File: src/rtl/alu_rr_arbiter.sv
// Round-robin arbiter sharing one combinational ALU between NUM_REQ requesters,
// returning tagged results on a valid/ready response channel.
// Optional macro ALU_RR_ARBITER_OPCHECK_EN: illegal opcodes bypass the ALU and respond with resp_err.
module alu_rr_arbiter #(
    parameter int NUM_REQ = 4,
    parameter int WIDTH   = 32,
    parameter int IDW     = 2
) (
    input  logic                   clk,
    input  logic                   rst_n,
    input  logic [NUM_REQ-1:0]     req_valid,
    output logic [NUM_REQ-1:0]     req_ready,
    input  logic [NUM_REQ*WIDTH-1:0] req_a,
    input  logic [NUM_REQ*WIDTH-1:0] req_b,
    input  logic [NUM_REQ*3-1:0]   req_op,
    output logic [WIDTH-1:0]       alu_a,
    output logic [WIDTH-1:0]       alu_b,
    output logic [2:0]             alu_opcode,
    input  logic [WIDTH-1:0]       alu_result,
    output logic                   resp_valid,
    input  logic                   resp_ready,
    output logic [IDW-1:0]         resp_id,
    output logic [WIDTH-1:0]       resp_data,
    output logic                   resp_err,
    output logic [1:0]             state_dbg
);

    // Handshakes: a transfer happens on a rising edge where valid && ready are both high;
    // valid never waits on ready, and payload is held stable while valid && !ready.

    localparam int PW = (NUM_REQ > 1) ? $clog2(NUM_REQ) : 1;

    typedef enum logic [1:0] {
        IDLE = 2'd0,
        EXEC = 2'd1,
        RESP = 2'd2
    } state_t;

    state_t          state;
    logic [PW-1:0]   rr_ptr;
    logic [PW-1:0]   winner;
    logic [PW-1:0]   next_ptr;
    logic            found;
    logic            grant;
    logic [WIDTH-1:0] win_a;
    logic [WIDTH-1:0] win_b;
    logic [2:0]      win_op;

    assign state_dbg = state;

    // Scan from rr_ptr upward, wrapping at NUM_REQ; first valid requester wins.
    always_comb begin
        int cand;
        found  = 1'b0;
        winner = '0;
        cand   = 0;
        for (int k = 0; k < NUM_REQ; k++) begin
            cand = int'(rr_ptr) + k;
            if (cand >= NUM_REQ) cand = cand - NUM_REQ;
            if (!found && req_valid[cand]) begin
                found  = 1'b1;
                winner = PW'(cand);
            end
        end
    end

    always_comb begin
        win_a  = '0;
        win_b  = '0;
        win_op = '0;
        for (int k = 0; k < NUM_REQ; k++) begin
            if (PW'(k) == winner) begin
                win_a  = req_a[k*WIDTH +: WIDTH];
                win_b  = req_b[k*WIDTH +: WIDTH];
                win_op = req_op[k*3 +: 3];
            end
        end
    end

    assign grant    = (state == IDLE) && found;
    assign next_ptr = (winner == PW'(NUM_REQ - 1)) ? '0 : winner + PW'(1);

    always_comb begin
        req_ready = '0;
        if (grant) req_ready[winner] = 1'b1;
    end

`ifdef ALU_RR_ARBITER_OPCHECK_EN
    logic illegal_op;
    assign illegal_op = !(win_op inside {3'b001, 3'b010, 3'b011});

    always_ff @(posedge clk or negedge rst_n) begin
        if (!rst_n) begin
            state      <= IDLE;
            rr_ptr     <= '0;
            alu_a      <= '0;
            alu_b      <= '0;
            alu_opcode <= '0;
            resp_valid <= 1'b0;
            resp_id    <= '0;
            resp_data  <= '0;
            resp_err   <= 1'b0;
        end else begin
            case (state)
                IDLE: begin
                    if (grant) begin
                        rr_ptr  <= next_ptr;
                        resp_id <= IDW'(winner);
                        if (illegal_op) begin
                            // ALU operands deliberately left untouched for rejected ops
                            resp_data  <= '0;
                            resp_err   <= 1'b1;
                            resp_valid <= 1'b1;
                            state      <= RESP;
                        end else begin
                            alu_a      <= win_a;
                            alu_b      <= win_b;
                            alu_opcode <= win_op;
                            resp_err   <= 1'b0;
                            state      <= EXEC;
                        end
                    end
                end
                EXEC: begin
                    resp_data  <= alu_result;
                    resp_valid <= 1'b1;
                    state      <= RESP;
                end
                RESP: begin
                    if (resp_ready) begin
                        resp_valid <= 1'b0;
                        state      <= IDLE;
                    end
                end
                default: state <= IDLE;
            endcase
        end
    end
`else
    assign resp_err = 1'b0;

    always_ff @(posedge clk or negedge rst_n) begin
        if (!rst_n) begin
            state      <= IDLE;
            rr_ptr     <= '0;
            alu_a      <= '0;
            alu_b      <= '0;
            alu_opcode <= '0;
            resp_valid <= 1'b0;
            resp_id    <= '0;
            resp_data  <= '0;
        end else begin
            case (state)
                IDLE: begin
                    if (grant) begin
                        rr_ptr     <= next_ptr;
                        resp_id    <= IDW'(winner);
                        alu_a      <= win_a;
                        alu_b      <= win_b;
                        alu_opcode <= win_op;
                        state      <= EXEC;
                    end
                end
                EXEC: begin
                    resp_data  <= alu_result;
                    resp_valid <= 1'b1;
                    state      <= RESP;
                end
                RESP: begin
                    if (resp_ready) begin
                        resp_valid <= 1'b0;
                        state      <= IDLE;
                    end
                end
                default: state <= IDLE;
            endcase
        end
    end
`endif

endmodule

File: config.mk
export PLATFORM = sky130hd
export DESIGN_NAME = alu_rr_arbiter
export DESIGN_NICKNAME = d
export VERILOG_FILES = /design/src/rtl/alu_rr_arbiter.sv
export SDC_FILE = /design/constraint.sdc
export NUM_CORES = 1
export LEC_CHECK = 0
export CORE_MARGIN = 10
export CORE_UTILIZATION = 30
export CTS_CLUSTER_DIAMETER = 100
export DETAILED_ROUTE_END_ITERATION = 8
export PLACE_DENSITY_LB_ADDON = 0.15
export SYNTH_ARGS = -nofsm -noshare
export SYNTH_HDL_FRONTEND = slang
export SYNTH_SLANG_ARGS = --single-unit
File: constraint.sdc
create_clock -name clk -period 3.55 [get_ports clk]
set_clock_uncertainty 0.2 [all_clocks]
set_input_delay 0.8875 -clock clk [delete_from_list [all_inputs] [get_ports clk]]
set_output_delay 0.8875 -clock clk [all_outputs]
set_load 0.005 [all_outputs]
==> results of run 1 <==
[cells in the mapped netlist, types with 3 or more instances]
cell type,n,area share
sky130_fd_sc_hd__a31oi_1,67,0.065
sky130_fd_sc_hd__dfrtp_1,106,0.41
sky130_fd_sc_hd__buf_2,13,0.010
sky130_fd_sc_hd__nand3b_1,67,0.078
sky130_fd_sc_hd__nand2_1,68,0.040
sky130_fd_sc_hd__and3_1,4,0.0039
sky130_fd_sc_hd__inv_1,69,0.040
sky130_fd_sc_hd__clkbuf_1,61,0.036
sky130_fd_sc_hd__nor2_1,5,0.0029
sky130_fd_sc_hd__o21ai_0,3,0.0023
sky130_fd_sc_hd__mux2_2,33,0.058
sky130_fd_sc_hd__a21oi_1,137,0.11
sky130_fd_sc_hd__ha_1,4,0.0078
sky130_fd_sc_hd__a221o_1,67,0.10
[worst reg2reg max path: cells and delay by family (launching register included)]
kind                       cells  cell delay [ns]
AOI/OAI and AO/OA              3             0.81
buffers and inverters          2             0.79
DFF                            1             0.49
adders and majority gates      1             0.16
and+or+nand+nor                3             0.50
[metal layers]
layer | part of all wire | track usage | vias up
li1 | - | - | 3414
met1 | 0.42 | 0.252 | 3457
met2 | 0.49 | 0.350 | 301
met3 | 0.080 | 0.0596 | 16
met4 | 0.0092 | 0.0485 | 0
met5 | 0 | 0 | -
[state kept, by name (all words and copies together), names as in the netlist]
name / cells
alu_opcode: 3
resp_valid: 1
state_dbg: 2
resp_data: 32
rr_ptr: 2
alu_a: 32
alu_b: 32
resp_id: 2
[kinds of logic (layout without fill, tap and decap cells)]
kind of cell,count (synthesis),count (layout),synth area share
compound gates,280,280,0.287
fa+ha+maj,4,4,0.00781
buf+inv,150,529,0.0943
flops,106,106,0.414
mux,34,34,0.0595
other cells,1,4,0.000585
simple gates,155,155,0.137
[power by group]
group | total (mW) | switching (mW) | internal (mW) | leakage (nW)
Sequential | 2.21 | 0.355 | 1.86 | 1.22
Combinational | 5.16 | 2.38 | 2.78 | 3.06
Clock | 1.04 | 0.540 | 0.499 | 0.146
[area by class of cell]
| class | instances | share of cell area |
|---|---|---|
| diodes | 3 | 0.000667 |
| clock buffers | 9 | 0.0200 |
| clock inverters | 7 | 0.00656 |
| inverters | 70 | 0.0236 |
| multi-input cells | 474 | 0.290 |
| flip-flops and latches | 106 | 0.236 |
| well taps | 275 | 0.0306 |
| repair buffers | 443 | 0.393 |
[how the worst min path moves through the flow]
stage	to	slack, ns	depth (start not counted)	start
final	alu_a[20]$_DFFE_PN0P_	0.25	1	rst_n
after global routing	resp_data[10]$_DFFE_PN0P_	0.27	1	rst_n
after detailed placement	resp_data[19]$_DFFE_PN0P_	0.29	1	resp_data[19]$_DFFE_PN0P_
after global placement	resp_data[11]$_DFFE_PN0P_	0.29	1	resp_data[11]$_DFFE_PN0P_
after CTS	alu_a[20]$_DFFE_PN0P_	0.24	1	rst_n
after floorplan	resp_id[0]$_DFFE_PN0P_	0.30	2	resp_id[0]$_DFFE_PN0P_
[timing repair]
action	CTS	global route
endpoints found under the setup margin	44	3
buffers inserted	2	1
pin swaps	1	0
hold buffers	0	0
gates resized for setup	20	10
[through the flow]
stage	setup WS, ns	hold WS, ns	cells
floorplan	0.0309	0.302	730
global placement	-0.515	0.287	1365
detailed placement	-0.533	0.295	1365
CTS	0.00103	0.245	1383
global route	-0.00380	0.266	1387
finish	0.0404	0.249	1387
==> impl_metrics.prom, run 1 <==
# TYPE chip_impl_metric gauge
chip_impl_metric{name="slew-limit-headroom",unit=""} 0.417
chip_impl_info{name="status",value="complete, no violations"} 1
chip_impl_metric{name="max-vdd-ir-drop",unit="V"} 0.000413
chip_impl_metric{name="regToRegSetupSlack",unit="ns"} 0.52
chip_impl_metric{name="clock_insertion_delay_worst_skew",unit="ns"} 0.35
chip_impl_metric{name="number_of_pins_with_negative_max_slew_slack_in_the_final_report",unit=""} 0
chip_impl_metric{name="dieHeight",unit="um"} 166
chip_impl_metric{name="worstSetupPathDepth",unit=""} 8
chip_impl_metric{name="cts-root-to-sink-buffers",unit=""} 2
chip_impl_metric{name="top_level_ports",unit=""} 416
chip_impl_metric{name="floorplan.initialDensity",unit=""} 0.305
chip_impl_metric{name="critical_path_peak_fanout",unit=""} 5
chip_impl_metric{name="synth_sequential_area_ratio",unit=""} 0.414
chip_impl_metric{name="worst_r2r_path_depth",unit=""} 9
chip_impl_metric{name="placeable_core_area",unit="sq um"} 21000
chip_impl_metric{name="final_min_period_over_clock_period",unit=""} 0.989
chip_impl_metric{name="yosys_warnings",unit=""} 0
chip_impl_metric{name="slowest_delay",unit="ns"} 0.31
chip_impl_metric{name="drive_above_1_share",unit=""} 0.0929
chip_impl_metric{name="regArea",unit="sq um"} 2650
chip_impl_metric{name="cts.clk_slew.worst_paths",unit="ns"} 0.08
chip_impl_info{name="synth-main-ff-cell",value="sky130_fd_sc_hd__dfrtp_1"} 1
chip_impl_metric{name="chipWidth",unit="um"} 166
chip_impl_metric{name="grt_use_total",unit=""} 0.207
chip_impl_metric{name="finalWirelength",unit="um"} 30300
chip_impl_info{name="tritoncts",value="built"} 1
chip_impl_metric{name="post_synth_inst_count",unit=""} 730
chip_impl_metric{name="net_count_synth",unit=""} 1041
chip_impl_info{name="crit_family",value="buffers and inverters"} 1
chip_impl_info{name="critical_path.endpoint_type",value="output port"} 1
chip_impl_info{name="timing.critical_path.from_type",value="input port"} 1
chip_impl_metric{name="fp.dieArea",unit="sq um"} 27600
chip_impl_info{name="cp-endpoint",value="req_ready[0]"} 1
chip_impl_info{name="critical_path_launch_point",value="req_valid[0]"} 1
chip_impl_metric{name="fill_cells",unit=""} 2001
chip_impl_info{name="clockRootBuffer",value="sky130_fd_sc_hd__clkbuf_16"} 1
chip_impl_metric{name="timing.setup.tns",unit="ns"} 0
chip_impl_metric{name="vias_per_cell",unit=""} 5.18
chip_impl_metric{name="max-cap-violations",unit=""} 0
chip_impl_metric{name="synth_async_sr_flop_share",unit=""} 1.00
chip_impl_metric{name="post_synth.cell_area_avg",unit="sq um"} 8.78
chip_impl_metric{name="power.total",unit="mW"} 8.41
chip_impl_metric{name="post_drt_wl_per_cell",unit="um"} 21.9
chip_impl_metric{name="power.static_leakage",unit="nW"} 4.43
chip_impl_metric{name="fmax",unit="GHz"} 0.285
chip_impl_info{name="timing.hold.worst.class",value="in -> async"} 1
chip_impl_metric{name="drt_pass1_iterations",unit=""} 4
chip_impl_metric{name="dp_hpwl",unit="um"} 22400
chip_impl_metric{name="grt_max_degree",unit=""} 93
chip_impl_info{name="final_cell_mix",value="405 x sky130_fd_sc_hd__clkdlybuf4s50_1, 135 x sky130_fd_sc_hd__a21oi_1, 106 x sky130_fd_sc_hd__dfrtp_1"} 1
chip_impl_info{name="worst_r2r_endpoint",value="alu_a[30]$_DFFE_PN0P_"} 1
chip_impl_info{name="crit_path_cell_trace",value="clkdlybuf4s15_2 -> nand2_2 -> a311oi_2 -> buf_4 -> or2_4 -> ha_2 -> and3_1 -> dlygate4sd2_1"} 1
chip_impl_metric{name="synth.lib_cells_used.distinct",unit=""} 34
chip_impl_metric{name="finish.instance_area",unit="sq um"} 11200
chip_impl_info{name="timing.rr.start",value="rr_ptr[1]$_DFFE_PN0P_"} 1
chip_impl_metric{name="drt.antenna.violating_nets",unit=""} 0
chip_impl_metric{name="worst_pin_slew",unit="ns"} 0.874
chip_impl_metric{name="weighted_congestion_reported_at_the_end_of_routability_driven_placement",unit=""} 0.873
chip_impl_metric{name="buffer_ports.inserted",unit=""} 414
chip_impl_metric{name="cts.sinks",unit=""} 106
chip_impl_metric{name="timing.final.setup_violations",unit=""} 0
chip_impl_metric{name="worst_ep_required",unit="ns"} 2.46
chip_impl_metric{name="worst_ep_arrival_time",unit="ns"} 2.42
chip_impl_metric{name="syn-cell-area",unit="sq um"} 6410
chip_impl_metric{name="postSynthRegisterBits",unit=""} 106
chip_impl_metric{name="drc",unit=""} 0
chip_impl_metric{name="h-tree-depth",unit=""} 3
chip_impl_metric{name="gr-total-overflow",unit=""} 0
chip_impl_info{name="crit_path_top_delay_cell",value="sky130_fd_sc_hd__a311oi_2"} 1
chip_impl_metric{name="post_dp_cell_area",unit="sq um"} 10900
chip_impl_metric{name="timing_hold_violations_final",unit=""} 0
chip_impl_metric{name="cp.buffers_inverters",unit=""} 3
chip_impl_metric{name="fin_nets",unit=""} 1415
chip_impl_metric{name="dr.first_iter.drc_count",unit=""} 385
chip_impl_metric{name="synth_edf_count",unit=""} 0
chip_impl_metric{name="final_core_util",unit=""} 0.535
chip_impl_metric{name="fin_crit",unit="ns"} 3.51
chip_impl_metric{name="pwr_density_cell",unit="nW/um^2"} 748
chip_impl_metric{name="routed-via-count",unit=""} 7188
chip_impl_metric{name="number_of_global_route_vias_before_repair",unit=""} 7174
chip_impl_metric{name="antenna_found_initial",unit=""} 4
chip_impl_info{name="final_common_cell",value="sky130_fd_sc_hd__clkdlybuf4s50_1"} 1
chip_impl_metric{name="area_growth_syn_to_layout",unit="%"} 75.5
chip_impl_metric{name="total_area_of_multi_input_combinational_cells",unit="sq um"} 3260
chip_impl_metric{name="row_count",unit=""} 53
chip_impl_metric{name="grt_first_pass_wirelength",unit="um"} 45300
chip_impl_info{name="timing.setup.critical_path_class",value="in -> out"} 1
chip_impl_metric{name="numCtsBuffers",unit=""} 9
(Power assumes the default switching activity.)
==> run 2, diff against run 1 <==
Settings changed: CORE_AREA set to 2 2 163 165, CORE_MARGIN 10 to unset, CORE_UTILIZATION 30 to unset, DIE_AREA set to 0 0 165 167, HOLD_SLACK_MARGIN set to 0.1.
==> run 2 against run 1 <==
First-iteration DRC count up 4.2%. Highest routed layer unchanged. Fmax grew 1.6%. Die area is 0.19% lower. Largest power group unchanged.
==> impl_metrics.prom, run 2 (synthesis gave the netlist of run 1 again) <==
# TYPE chip_impl_metric gauge
chip_impl_info{name="status",value="complete, no violations"} 1
chip_impl_metric{name="fp.dieArea",unit="sq um"} 27600
chip_impl_metric{name="worst_ep_arrival_time",unit="ns"} 2.37
chip_impl_metric{name="timing_hold_violations_final",unit=""} 0
chip_impl_info{name="timing.critical_path.from_type",value="input port"} 1
chip_impl_info{name="final_cell_mix",value="405 x sky130_fd_sc_hd__clkdlybuf4s50_1, 137 x sky130_fd_sc_hd__a21oi_1, 106 x sky130_fd_sc_hd__dfrtp_1"} 1
chip_impl_metric{name="numCtsBuffers",unit=""} 9
chip_impl_metric{name="worst_pin_slew",unit="ns"} 0.899
chip_impl_metric{name="drt_pass1_iterations",unit=""} 6
chip_impl_metric{name="final.setup.worst_slack",unit="ns"} 0.0951
chip_impl_metric{name="power.static_leakage",unit="nW"} 4.43
chip_impl_info{name="timing.rr.start",value="rr_ptr[1]$_DFFE_PN0P_"} 1
chip_impl_metric{name="dr.first_iter.drc_count",unit=""} 401
chip_impl_metric{name="cts.clk_slew.worst_paths",unit="ns"} 0.09
chip_impl_metric{name="row_count",unit=""} 59
chip_impl_metric{name="final_core_util",unit=""} 0.439
chip_impl_metric{name="cts-root-to-sink-buffers",unit=""} 2
chip_impl_info{name="critical_path.endpoint_type",value="output port"} 1
chip_impl_metric{name="h-tree-depth",unit=""} 3
chip_impl_metric{name="worst_r2r_path_depth",unit=""} 10
chip_impl_info{name="worst_r2r_endpoint",value="alu_a[22]$_DFFE_PN0P_"} 1
chip_impl_metric{name="drc",unit=""} 0
chip_impl_metric{name="top_level_ports",unit=""} 416
chip_impl_metric{name="placeable_core_area",unit="sq um"} 25800
chip_impl_metric{name="fill_cells",unit=""} 2603
chip_impl_info{name="timing.setup.critical_path_class",value="in -> out"} 1
chip_impl_metric{name="final_min_period_over_clock_period",unit=""} 0.973
chip_impl_metric{name="slew-limit-headroom",unit=""} 0.401
chip_impl_metric{name="worst_ep_required",unit="ns"} 2.46
chip_impl_info{name="final_common_cell",value="sky130_fd_sc_hd__clkdlybuf4s50_1"} 1
chip_impl_info{name="crit_path_cell_trace",value="dlygate4sd2_1 -> buf_4 -> nor3b_2 -> or3_4 -> ha_4 -> and3_1 -> buf_2"} 1
chip_impl_metric{name="dieHeight",unit="um"} 167
chip_impl_metric{name="slowest_delay",unit="ns"} 0.43
chip_impl_metric{name="floorplan.initialDensity",unit=""} 0.249
chip_impl_metric{name="dp_hpwl",unit="um"} 19900
chip_impl_metric{name="drive_above_1_share",unit=""} 0.0908
chip_impl_metric{name="gr-total-overflow",unit=""} 0
chip_impl_metric{name="drt.antenna.violating_nets",unit=""} 0
chip_impl_info{name="tritoncts",value="built"} 1
chip_impl_metric{name="grt_first_pass_wirelength",unit="um"} 39600
chip_impl_metric{name="timing.final.setup_violations",unit=""} 0
chip_impl_metric{name="grt_use_total",unit=""} 0.186
chip_impl_metric{name="buffer_ports.inserted",unit=""} 414
chip_impl_metric{name="post_drt_wl_per_cell",unit="um"} 18.7
chip_impl_metric{name="chipWidth",unit="um"} 165
chip_impl_metric{name="fmax",unit="GHz"} 0.289
chip_impl_info{name="timing.hold.worst.class",value="in -> async"} 1
chip_impl_metric{name="timing.setup.tns",unit="ns"} 0
chip_impl_metric{name="vias_per_cell",unit=""} 4.89
chip_impl_metric{name="number_of_pins_with_negative_max_slew_slack_in_the_final_report",unit=""} 0
chip_impl_metric{name="number_of_global_route_vias_before_repair",unit=""} 6974
chip_impl_info{name="clockRootBuffer",value="sky130_fd_sc_hd__clkbuf_16"} 1
chip_impl_metric{name="max-vdd-ir-drop",unit="V"} 0.000412
chip_impl_metric{name="max-cap-violations",unit=""} 0
chip_impl_info{name="crit_path_top_delay_cell",value="sky130_fd_sc_hd__or3_4"} 1
chip_impl_metric{name="fin_nets",unit=""} 1418
chip_impl_info{name="largest_regs",value="alu_a x32, alu_b x32, resp_data x32"} 1
chip_impl_metric{name="preCtsSetupSlack",unit="ns"} -0.568
chip_impl_metric{name="grt_max_degree",unit=""} 95
chip_impl_metric{name="clock_insertion_delay_worst_skew",unit="ns"} 0.36
chip_impl_metric{name="weighted_congestion_reported_at_the_end_of_routability_driven_placement",unit=""} 0.808
chip_impl_metric{name="critical_path_peak_fanout",unit=""} 4
chip_impl_metric{name="cp.buffers_inverters",unit=""} 3
chip_impl_metric{name="regToRegSetupSlack",unit="ns"} 0.47
chip_impl_metric{name="cts.sinks",unit=""} 106
chip_impl_metric{name="area_growth_syn_to_layout",unit="%"} 76.5
chip_impl_metric{name="routed-via-count",unit=""} 7082
chip_impl_metric{name="finalWirelength",unit="um"} 27100
chip_impl_metric{name="pwr_density_cell",unit="nW/um^2"} 740
chip_impl_metric{name="antenna_found_initial",unit=""} 1
chip_impl_info{name="grt_setup_unrepaired",value="no"} 1
chip_impl_metric{name="fin_crit",unit="ns"} 3.45
chip_impl_info{name="crit_family",value="simple AND/OR/NAND/NOR gates"} 1
-- run 2: how the worst max path moves through the flow --
| stage | from | end | slack (ns) | cells after the start |
|---|---|---|---|---|
| global route | req_valid[2] | req_ready[2] | 0.04 | 9 |
| floorplan | req_valid[2] | req_ready[3] | 0.03 | 8 |
| detailed placement | req_valid[2] | req_ready[1] | -0.57 | 5 |
| finish | req_valid[2] | req_ready[2] | 0.1 | 7 |
| global placement | req_valid[2] | req_ready[1] | -0.53 | 5 |
| CTS | req_valid[2] | req_ready[3] | 0.02 | 9 |
-- run 2: per-stage QoR --
step / cell area, sq um / std cells / total power, mW / hold WS, ns
2_1_floorplan: 6410 / 730 / 4.84 / 0.302
3_3_place_gp: 11000 / 1430 / 7.37 / 0.288
3_5_place_dp: 11000 / 1430 / 7.41 / 0.295
4_1_cts: 11300 / 1446 / 8.52 / 0.314
5_1_grt: 11300 / 1448 / 9.03 / 0.322
6_report: 11300 / 1448 / 8.37 / 0.303
-- run 2: routing by layer --
metal / track usage / vias to the layer above / share of wire
met2: 0.335 / 285 / 0.50
met5: 0 / - / 0
met4: 0.0563 / 0 / 0.019
li1: - / 3417 / -
met1: 0.208 / 3355 / 0.39
met3: 0.0568 / 25 / 0.090
-- run 2: what timing repair did --
| item | in CTS | in global routing |
|---|---|---|
| hold buffers | 0 | 0 |
| setup endpoints to repair | 26 | 3 |
| resized for setup | 19 | 6 |
| pin swaps | 3 | 1 |
| buffers inserted | 0 | 1 |
-- run 2: where the power goes --
part	switching (mW)	total [mW]	internal, mW
logic	2.32	5.08	2.76
clock network	0.557	1.07	0.511
registers	0.364	2.22	1.86
total	3.24	8.37	5.13
-- run 2: cell type report --
class | instances | area, sq um | share of cell area
Sequential cell | 106 | 2650 | 0.234
Inverter | 70 | 265 | 0.0234
Clock buffer | 9 | 225 | 0.0199
Clock inverter | 7 | 88.8 | 0.00785
Antenna cell | 1 | 2.50 | 0.000221
Timing Repair Buffer | 446 | 4420 | 0.391
Multi-Input combinational cell | 474 | 3240 | 0.286
Tap cell | 335 | 419 | 0.0371
